**src/rtl/instr_encoder.sv**
```systemverilog
// RV32I instruction encoder: packs a decoded micro-op descriptor into a 32-bit word and buffers it in a FIFO.
// Optional statistics counters (enc_count, err_count) are enabled with `define INSTR_ENCODER_STATS_EN.
module instr_encoder #(
  parameter int DEPTH = 2
) (
  input  logic        clk,
  input  logic        reset,
  input  logic        in_valid,
  output logic        in_ready,
  input  logic [2:0]  in_class,
  input  logic [2:0]  in_alu,
  input  logic [4:0]  in_rd,
  input  logic [4:0]  in_rs1,
  input  logic [4:0]  in_rs2,
  input  logic [31:0] in_imm,
  output logic        out_valid,
  input  logic        out_ready,
  output logic [31:0] out_instr,
  output logic        err
`ifdef INSTR_ENCODER_STATS_EN
  ,
  output logic [15:0] enc_count,
  output logic [15:0] err_count
`endif
);

  localparam int AW = (DEPTH > 1) ? $clog2(DEPTH) : 1;
  localparam int CW = AW + 1;

  localparam logic [2:0] CL_LOAD   = 3'd0;
  localparam logic [2:0] CL_STORE  = 3'd1;
  localparam logic [2:0] CL_OPIMM  = 3'd2;
  localparam logic [2:0] CL_OP     = 3'd3;
  localparam logic [2:0] CL_BRANCH = 3'd4;
  localparam logic [2:0] CL_JAL    = 3'd5;
  localparam logic [2:0] CL_LUI    = 3'd6;

  localparam logic [2:0] ALU_ADD = 3'b000;
  localparam logic [2:0] ALU_SUB = 3'b001;
  localparam logic [2:0] ALU_AND = 3'b010;
  localparam logic [2:0] ALU_OR  = 3'b011;
  localparam logic [2:0] ALU_SLT = 3'b101;

  // ---------------- encode / legality ----------------
  logic [2:0]  f3;
  logic        alu_ok;
  logic        imm12_ok, imm13_ok, imm21_ok;
  logic        legal;
  logic [31:0] word;

  // Range checks: all bits above the field's sign bit must replicate it.
  assign imm12_ok = (&in_imm[31:11]) | ~(|in_imm[31:11]);
  assign imm13_ok = ((&in_imm[31:12]) | ~(|in_imm[31:12])) & ~in_imm[0];
  assign imm21_ok = ((&in_imm[31:20]) | ~(|in_imm[31:20])) & ~in_imm[0];

  always_comb begin
    f3 = 3'b000;
    case (in_alu)
      ALU_SLT: f3 = 3'b010;
      ALU_OR:  f3 = 3'b110;
      ALU_AND: f3 = 3'b111;
      default: f3 = 3'b000;
    endcase
  end

  assign alu_ok = (in_alu == ALU_ADD) | (in_alu == ALU_SUB) | (in_alu == ALU_AND) |
                  (in_alu == ALU_OR)  | (in_alu == ALU_SLT);

  always_comb begin
    legal = 1'b0;
    word  = '0;
    case (in_class)
      CL_LOAD: begin
        legal = (in_alu == ALU_ADD) & imm12_ok;
        word  = {in_imm[11:0], in_rs1, 3'b010, in_rd, 7'b0000011};
      end
      CL_STORE: begin
        legal = (in_alu == ALU_ADD) & imm12_ok;
        word  = {in_imm[11:5], in_rs2, in_rs1, 3'b010, in_imm[4:0], 7'b0100011};
      end
      CL_OPIMM: begin
        legal = alu_ok & (in_alu != ALU_SUB) & imm12_ok;
        word  = {in_imm[11:0], in_rs1, f3, in_rd, 7'b0010011};
      end
      CL_OP: begin
        legal = alu_ok;
        word  = {1'b0, (in_alu == ALU_SUB), 5'b00000, in_rs2, in_rs1, f3, in_rd, 7'b0110011};
      end
      CL_BRANCH: begin
        legal = (in_alu == ALU_SUB) & imm13_ok;
        word  = {in_imm[12], in_imm[10:5], in_rs2, in_rs1, 3'b000,
                 in_imm[4:1], in_imm[11], 7'b1100011};
      end
      CL_JAL: begin
        legal = (in_alu == ALU_ADD) & imm21_ok;
        word  = {in_imm[20], in_imm[10:1], in_imm[11], in_imm[19:12], in_rd, 7'b1101111};
      end
      CL_LUI: begin
        legal = (in_alu == ALU_ADD);
        word  = {in_imm[31:12], in_rd, 7'b0110111};
      end
      default: begin
        legal = 1'b0;
        word  = '0;
      end
    endcase
  end

  // ---------------- FIFO ----------------
  logic [DEPTH-1:0][31:0] mem_q;
  logic [AW-1:0]          wr_ptr_q, wr_ptr_d, rd_ptr_q, rd_ptr_d;
  logic [CW-1:0]          count_q, count_d;
  logic                   full_q, out_valid_q, err_q;
  logic [31:0]            head_q, head_d;
  logic                   accept, push, pop;

  assign in_ready  = ~full_q;
  assign out_valid = out_valid_q;
  assign out_instr = head_q;
  assign err       = err_q;

  assign accept = in_valid & ~full_q;
  assign push   = accept & legal;
  assign pop    = out_valid_q & out_ready;

  always_comb begin
    wr_ptr_d = wr_ptr_q + AW'(push);
    rd_ptr_d = rd_ptr_q + AW'(pop);
    count_d  = count_q;
    case ({push, pop})
      2'b10:   count_d = count_q + CW'(1);
      2'b01:   count_d = count_q - CW'(1);
      default: count_d = count_q;
    endcase
  end

  // Next head: the word being written this cycle if it lands at the new read slot.
  always_comb begin
    head_d = '0;
    if (count_d != '0) begin
      if (push && (wr_ptr_q == rd_ptr_d)) head_d = word;
      else                                head_d = mem_q[rd_ptr_d];
    end
  end

  always_ff @(posedge clk) begin
    if (push) mem_q[wr_ptr_q] <= word;
  end

  always_ff @(posedge clk) begin
    if (!reset) begin
      wr_ptr_q    <= '0;
      rd_ptr_q    <= '0;
      count_q     <= '0;
      full_q      <= 1'b0;
      out_valid_q <= 1'b0;
      head_q      <= '0;
      err_q       <= 1'b0;
    end else begin
      wr_ptr_q    <= wr_ptr_d;
      rd_ptr_q    <= rd_ptr_d;
      count_q     <= count_d;
      full_q      <= (count_d == CW'(DEPTH));
      out_valid_q <= (count_d != '0);
      head_q      <= head_d;
      err_q       <= accept & ~legal;
    end
  end

`ifdef INSTR_ENCODER_STATS_EN
  logic [15:0] enc_cnt_q, err_cnt_q;

  always_ff @(posedge clk) begin
    if (!reset) begin
      enc_cnt_q <= '0;
      err_cnt_q <= '0;
    end else begin
      if (push && (enc_cnt_q != 16'hFFFF))              enc_cnt_q <= enc_cnt_q + 16'd1;
      if (accept && !legal && (err_cnt_q != 16'hFFFF)) err_cnt_q <= err_cnt_q + 16'd1;
    end
  end

  assign enc_count = enc_cnt_q;
  assign err_count = err_cnt_q;
`endif

endmodule

```
**config.mk**
```make
export PLATFORM = sky130hd
export DESIGN_NAME = instr_encoder
export DESIGN_NICKNAME = d
export VERILOG_FILES = /design/src/rtl/instr_encoder.sv
export SDC_FILE = /design/constraint.sdc
export NUM_CORES = 1
export LEC_CHECK = 0
export ABC_AREA = 1
export CAP_MARGIN = 20
export CORE_MARGIN = 3
export CORE_UTILIZATION = 40
export DETAILED_ROUTE_END_ITERATION = 6
export GPL_ROUTABILITY_DRIVEN = 0
export PLACE_DENSITY_LB_ADDON = 0.3
export SKIP_CTS_REPAIR_TIMING = 1
export SYNTH_ARGS = -nofsm -noshare
export SYNTH_HDL_FRONTEND = slang
export SYNTH_SLANG_ARGS = --single-unit
```
**constraint.sdc**
```tcl
create_clock -name clk -period 3.88 [get_ports clk]
set_input_delay 1.164 -clock clk [delete_from_list [all_inputs] [get_ports clk]]
set_output_delay 1.164 -clock clk [all_outputs]
set_load 0.02 [all_outputs]
```
# Yosys cells after proc, flatten, opt, wreduce, memory -nomap -nowiden
# Cells that the tools add are included.
[op_classes] add_sub_neg=4 order_cmp=3 n_eq_ne=15 muxes=10 bitwise_logic=24 reduce_logical=13
[ops] cell="$pmux W32 S7" n=1
[ops] cell="$mux W32" n=4
[ops] cell="$bwmux W64" n=1
[ops] cell="$demux W32 S1" n=1
[ops] cell="$reduce_and A21 Y1" n=1
[ops] cell="$reduce_or A21 Y1" n=1
[ops] cell="$reduce_and A20 Y1" n=1
[ops] cell="$reduce_or A20 Y1" n=1
[ops] cell="$eq A3 B2 Y1 const B" n=4
[ops] cell="$eq A3 B3 Y1 const B" n=4
[ops] cell="$reduce_and A12 Y1" n=1
[ops] cell="$reduce_or A12 Y1" n=1
[ops] cell="$and A1 B1 Y1" n=11
[ops] cell="$pmux W3 S3" n=1
[ops] cell="$or A1 B1 Y1" n=7
[ops] cell="$eq A3 B1 Y1 const B" n=2
[ops] cell="$logic_not A3 Y1" n=2
[ops] cell="$not A1 Y1" n=6
[ops] cell="$pmux W1 S6" n=1
[ops] cell="$eq A2 B2 Y1 const B" n=2
[ops] cell="$lt A1 B2 Y1 const B" n=2
[ops] cell="$pmux W2 S2" n=1
[ops] cell="$ne A3 B1 Y1 const B" n=1
[ops] cell="$add A1 B1 Y1" n=2
[ops] cell="other kinds (9)" n=10
[word_totals] regBits=103 inputBits=57 out_inout_bits=35 elab_cells=78

# Depth between registers and ports, before layout
[depth] depth_word=13 ltp_mapped=24

# Worst setup path before layout
# OpenSTA, ideal clock, no wires.
[synth_timing] path_type="input -> register" from="input port in_class[1]" to="register head_q[10] (netlist: out_instr[10])" t_arrival_ps=3547 required_time_ps=3816 slack_ps=269 cell_stages=18 path_buffers=3 cell_sequence="buf_2 > inv_1 > nor4_1 > nand2_1 > nand2_1 > a21oi_1 > nand2_2 > buf_2 > nand2_1 > ha_1 > nor3b_1 > nor2_1 > nor2_1 > inv_2 > o21ai_1 > clkbuf_1 > nand2_1 > nor2_1"
[synth_between] elab_chain_len=8 word_cells_on_any_way=18
[synth_rtl] item="from (decl)" line="10" rtl="input logic [2:0] in_class,"
[synth_rtl] item="$eq A3 B1 Y1 or $logic_not A3 Y1 (tied branches)" line="72" rtl="case (in_class)"
[synth_rtl] item="$reduce_or A2 Y1 (no source line)"
[synth_rtl] item="$pmux W1 S6" line="72"
[synth_rtl] item="$and A1 B1 Y1" line="123" rtl="assign push = accept & legal;"
[synth_rtl] item="$eq A2 B1 Y1 or $eq A2 B2 Y1 (tied branches)" line="130" rtl="case ({push, pop})"
[synth_rtl] item="$pmux W2 S2" line="130"
[synth_rtl] item="$reduce_bool A2 Y1" line="140" rtl="if (count_d != '0) begin"
[synth_rtl] item="$reduce_and A2 Y1 (no source line)"
[synth_rtl] item="to (signal assigned)" line="157" rtl="head_q <= '0;"
[synth_rtl] item="to (signal assigned)" line="165" rtl="head_q <= head_d;"
[synth_rtl] item="to (decl)" line="114" rtl="logic [31:0] head_q, head_d;"
# Several ways; a longest one is shown, not always the timed one.
# A chain may end at the register's enable or synchronous reset.

# Worst setup path in the final report
[layout_timing] from="input port in_imm[24]" to="register head_q[12] (netlist: out_instr[12])"
[layout_between] elab_chain_len=11 word_cells_on_any_way=27
[layout_rtl] item="from (decl)" line="15" rtl="input logic [31:0] in_imm,"
[layout_rtl] item="$reduce_or A20 Y1 or $reduce_or A12 Y1 (tied branches)" line="53, 54"
[layout_rtl] item="$not A1 Y1, on equally long branches" line="53, 54"
[layout_rtl] item="$or A1 B1 Y1, on equally long branches" line="53, 54"
[layout_rtl] item="$and A1 B1 Y1, on equally long branches" line="53, 54"
[layout_rtl] item="$and A1 B1 Y1, on equally long branches" line="90, 95"
[layout_rtl] item="$pmux W1 S6 (*)" line="72"
[layout_rtl] item="$and A1 B1 Y1 (*)" line="123"
[layout_rtl] item="$eq A2 B1 Y1 or $eq A2 B2 Y1 (tied branches)" line="130"
[layout_rtl] item="$pmux W2 S2" line="130"
[layout_rtl] item="$reduce_bool A2 Y1" line="140"
[layout_rtl] item="$reduce_and A2 Y1 (no source line)"
# Every way passes the cells marked *; elsewhere a longest branch is shown, timed or not.

==> metrics.md <==
| Metric | Value |
|---|---|
| Largest net degree at the start of global routing | `33` |
| Synth Instances | `554` |
| Worst R2R Setup Slack | `approximately 1.8 ns` |
| R2R Path End | `out_instr[12]` |
| Root buffer cell | `clkbuf_16` |
| Layout Cells excl Fill | `816` |
| Gr usage total | `19.4%` |
| Final wirelength | `13,000 um` |
| Grt ovf | `0` |
| Die Span X | `117 um` |
| Met1 usage | `24.1%` |
| Yosys warns | `0` |
| Drt drc | `0` |
| CP Launch Type | `input pin` |
| Fin area | `6540 um^2` |
| H-tree depth | `3` |
| Initial DRC Count | `278` |
| Global-route wire length before repair | `between 20,000 and 25,000 um` |
| Worst setup startpoint | `in_imm[24]` |
| Post-synth EDFFs | `62` |
| Vias per cell | `4.98` |
| Main area contributors after synthesis | `edfxtp_1, dfxtp_1, nand2_1` |
| Row cnt | `39` |
| Post-Place Worst Slack | `-0.244 ns` |
| Nets | `728` |
| Met2 Usage GRT | `34.4%` |
| # setup viols final | `0` |
| Area leader, netlist | `edfxtp_1` |
| Slew margin rel. | `69.7%` |
| Post-synthesis net count | `614` |
| Hold_sp | `count_q[1]` |
| Worst Hold Path Cells | `2` |
| DP Area | `slightly above 6000 um^2` |
| Power Dens Cells | `roughly 410 nW/um^2` |
| Async SR Flop Fraction | `0%` |
| CP arrival | `3.98 ns` |
| Post-synthesis sequential area ratio | `53.6%` |
| Measured slew at the worst slew-check pin | `roughly 0.45 ns` |
| Most utilized layer in the global route result | `met2` |
| DPL Wire Length | `9300 um` |
| Crit. End Element | `flip-flop` |
| Yosys cell types | `35` |
| Count of input and output buffers | `91` |
| Final ANT Viol Nets | `0` |
| Placeable Area | `approximately 12,000 um^2` |
| Cts bufs inserted | `9` |
| Syn avg cell area | `8.83 um^2` |
| Synth Flop Type | `edfxtp_1` |
| Avg WL per Cell | `15.9 um` |
| Layout cells sized above 1 | `a little under a fifth` |
| Fin crit period | `3.71 ns` |
| Synth Register Bits | `100` |
| Hold endpoint | `count_q[1]` |
| Clk slew on worst S/H paths | `0.07 ns` |
| Final Hold Fails | `0` |
| Worst Skew | `0.00397 ns` |
| Max-capacitance violation count | `0` |
| Max Freq | `approximately 270 MHz` |
| Inserted Diodes | `0` |
| CTS tree | `built` |
| CTS sink cnt | `100` |
| GR Util met3 | `3.21%` |
| Setup TNS | `0 ns` |
| Initial Util | `41.9%` |
| Max clock buf depth | `2` |
| Worst R2R Start | `full_q` |
| Vias | `~4.1k` |
| Die ar. | `roughly 14,000 um^2` |
| Placed Instances | `797` |
| Antenna violations before repair | `0` |
| Critical path class | `in -> reg` |
| Num ports | `92` |
| Lkg Pwr | `2.98 nW` |
| Worst hold slack | `0.521 ns` |
| Pins over their slew limit | `0` |
| Worst Hold Class | `reg -> reg` |
| Max VDD drop | `just under 0.2 mV` |
| Crit path max fanout | `7` |
| Share of the synthesized area in the top cell type | `between 30% and 40%` |
| Die Y | `117 um` |
| Period utilization | `between 90% and 100%` |
| Area growth syn-to-layout | `33.6%` |
| Status | `complete, no violations` |
| Worst path required time | `4.15 ns` |
| Worst R2R Path Depth | `12` |
| Worst-Skew Late Latency | `~0.34 ns` |
| Number of global-route vias before repair | `3,986` |
| Post-route setup slack | `0.167 ns` |
| Post-Syn Area | `4890 um^2` |
| Detailed Routing Iterations Pass 1 | `5` |
how the worst max path moves through the flow:
| stage | endpoint | slack, ns | cells after the start |
|---|---|---|---|
| floorplan | out_instr[10] | 0.27 | 18 |
| global placement | out_instr[18] | -0.16 | 21 |
| detailed placement | out_instr[12] | -0.24 | 21 |
| CTS | out_instr[12] | 0.11 | 21 |
| global route | out_instr[17] | -0.03 | 22 |
| finish | out_instr[12] | 0.17 | 20 |
cell usage after synthesis (2+ instances only):
cell type / n
nand2_1: 104
buf_6: 3
o21ai_0: 4
nor3_1: 2
edfxtp_1: 62
o21ai_1: 2
nand4_1: 30
nand3_1: 8
mux2i_1: 31
o21a_1: 8
a22oi_1: 4
nor2_2: 2
nor2_1: 73
inv_2: 44
o22ai_1: 12
buf_2: 12
ha_1: 3
dfxtp_1: 38
inv_1: 69
clkbuf_1: 5
nand2_2: 20
a21oi_1: 5
flip-flops by register name, indices dropped and copies added (netlist names):
register and cells:
out_instr 31, rd_ptr_q 1, out_valid 1, err 1, wr_ptr_q 1, mem_q 62
full_q 1, count_q 2
power breakdown:
part | switching, mW | internal [mW]
clock | 0.402 | 0.503
sequential | 0.0150 | 1.18
combinational | 0.338 | 0.269
routing by layer:
metal,routed length [um],vias up
met5,0,-
met4,176,0
met3,876,16
met2,6630,165
met1,5300,1889
li1,-,1991
cell type report:
| type | instances | area [um^2] |
|---|---|---|
| fillers | 1044 | 5130 |
| flip-flops and latches | 100 | 2620 |
| multi-input cells | 319 | 1770 |
| repair buffers | 124 | 1240 |
| inverters | 114 | 428 |
| clock buffers | 9 | 225 |
| well taps | 143 | 179 |
| clock inverters | 7 | 76.3 |
cells by family (layout without fill, tap and decap cells):
kind of cell             after synthesis  after routing  share of synthesized area, %
AND/OR/NAND/NOR                      245            245                          22.6
buffers and inverters                135            254                          11.2
flip-flops                           100            100                          53.6
AO/OA/AOI/OAI                         37             37                          4.83
multiplexers                          31             31                          6.34
adder cells (fa/ha/maj)                3              3                         0.767
XOR/XNOR                               3              3                         0.691
critical path: stages:
cell,delay [ns]
clkdlybuf4s50_1,0.54
nand2_1,0.08
nor2_2,0.16
nand2_1,0.08
nor2_2,0.11
nand2_1,0.09
nand3_1,0.07
nand3_1,0.07
nand2_1,0.06
nand2_1,0.06
nand2_2,0.08
nand2_1,0.07
ha_1,0.31
xnor2_1,0.27
inv_1,0.14
o21ai_4,0.18
buf_12,0.15
buf_12,0.12
nand2_1,0.05
nor2_1,0.12
layout by cell type (no fill, tap or decap), drive strengths merged, types with 4 or more instances in the layout:
cell type / count
a21oi: 5
a22oi: 4
buf: 31
clkbuf: 11
clkdlybuf4s50: 88
dfxtp: 38
edfxtp: 62
inv: 114
mux2i: 31
nand2: 124
nand3: 10
nand4: 30
nor2: 75
o21a: 8
o21ai: 6
o22ai: 12
through the flow:
step                      utilization (%)  power, mW
final                                56.0       2.71
after global routing                 56.0       2.82
after CTS                            55.2       2.69
after detailed placement             52.6       1.79
after global placement               52.6       1.78
after floorplan                         -       1.55
(Power assumes the default switching activity.)
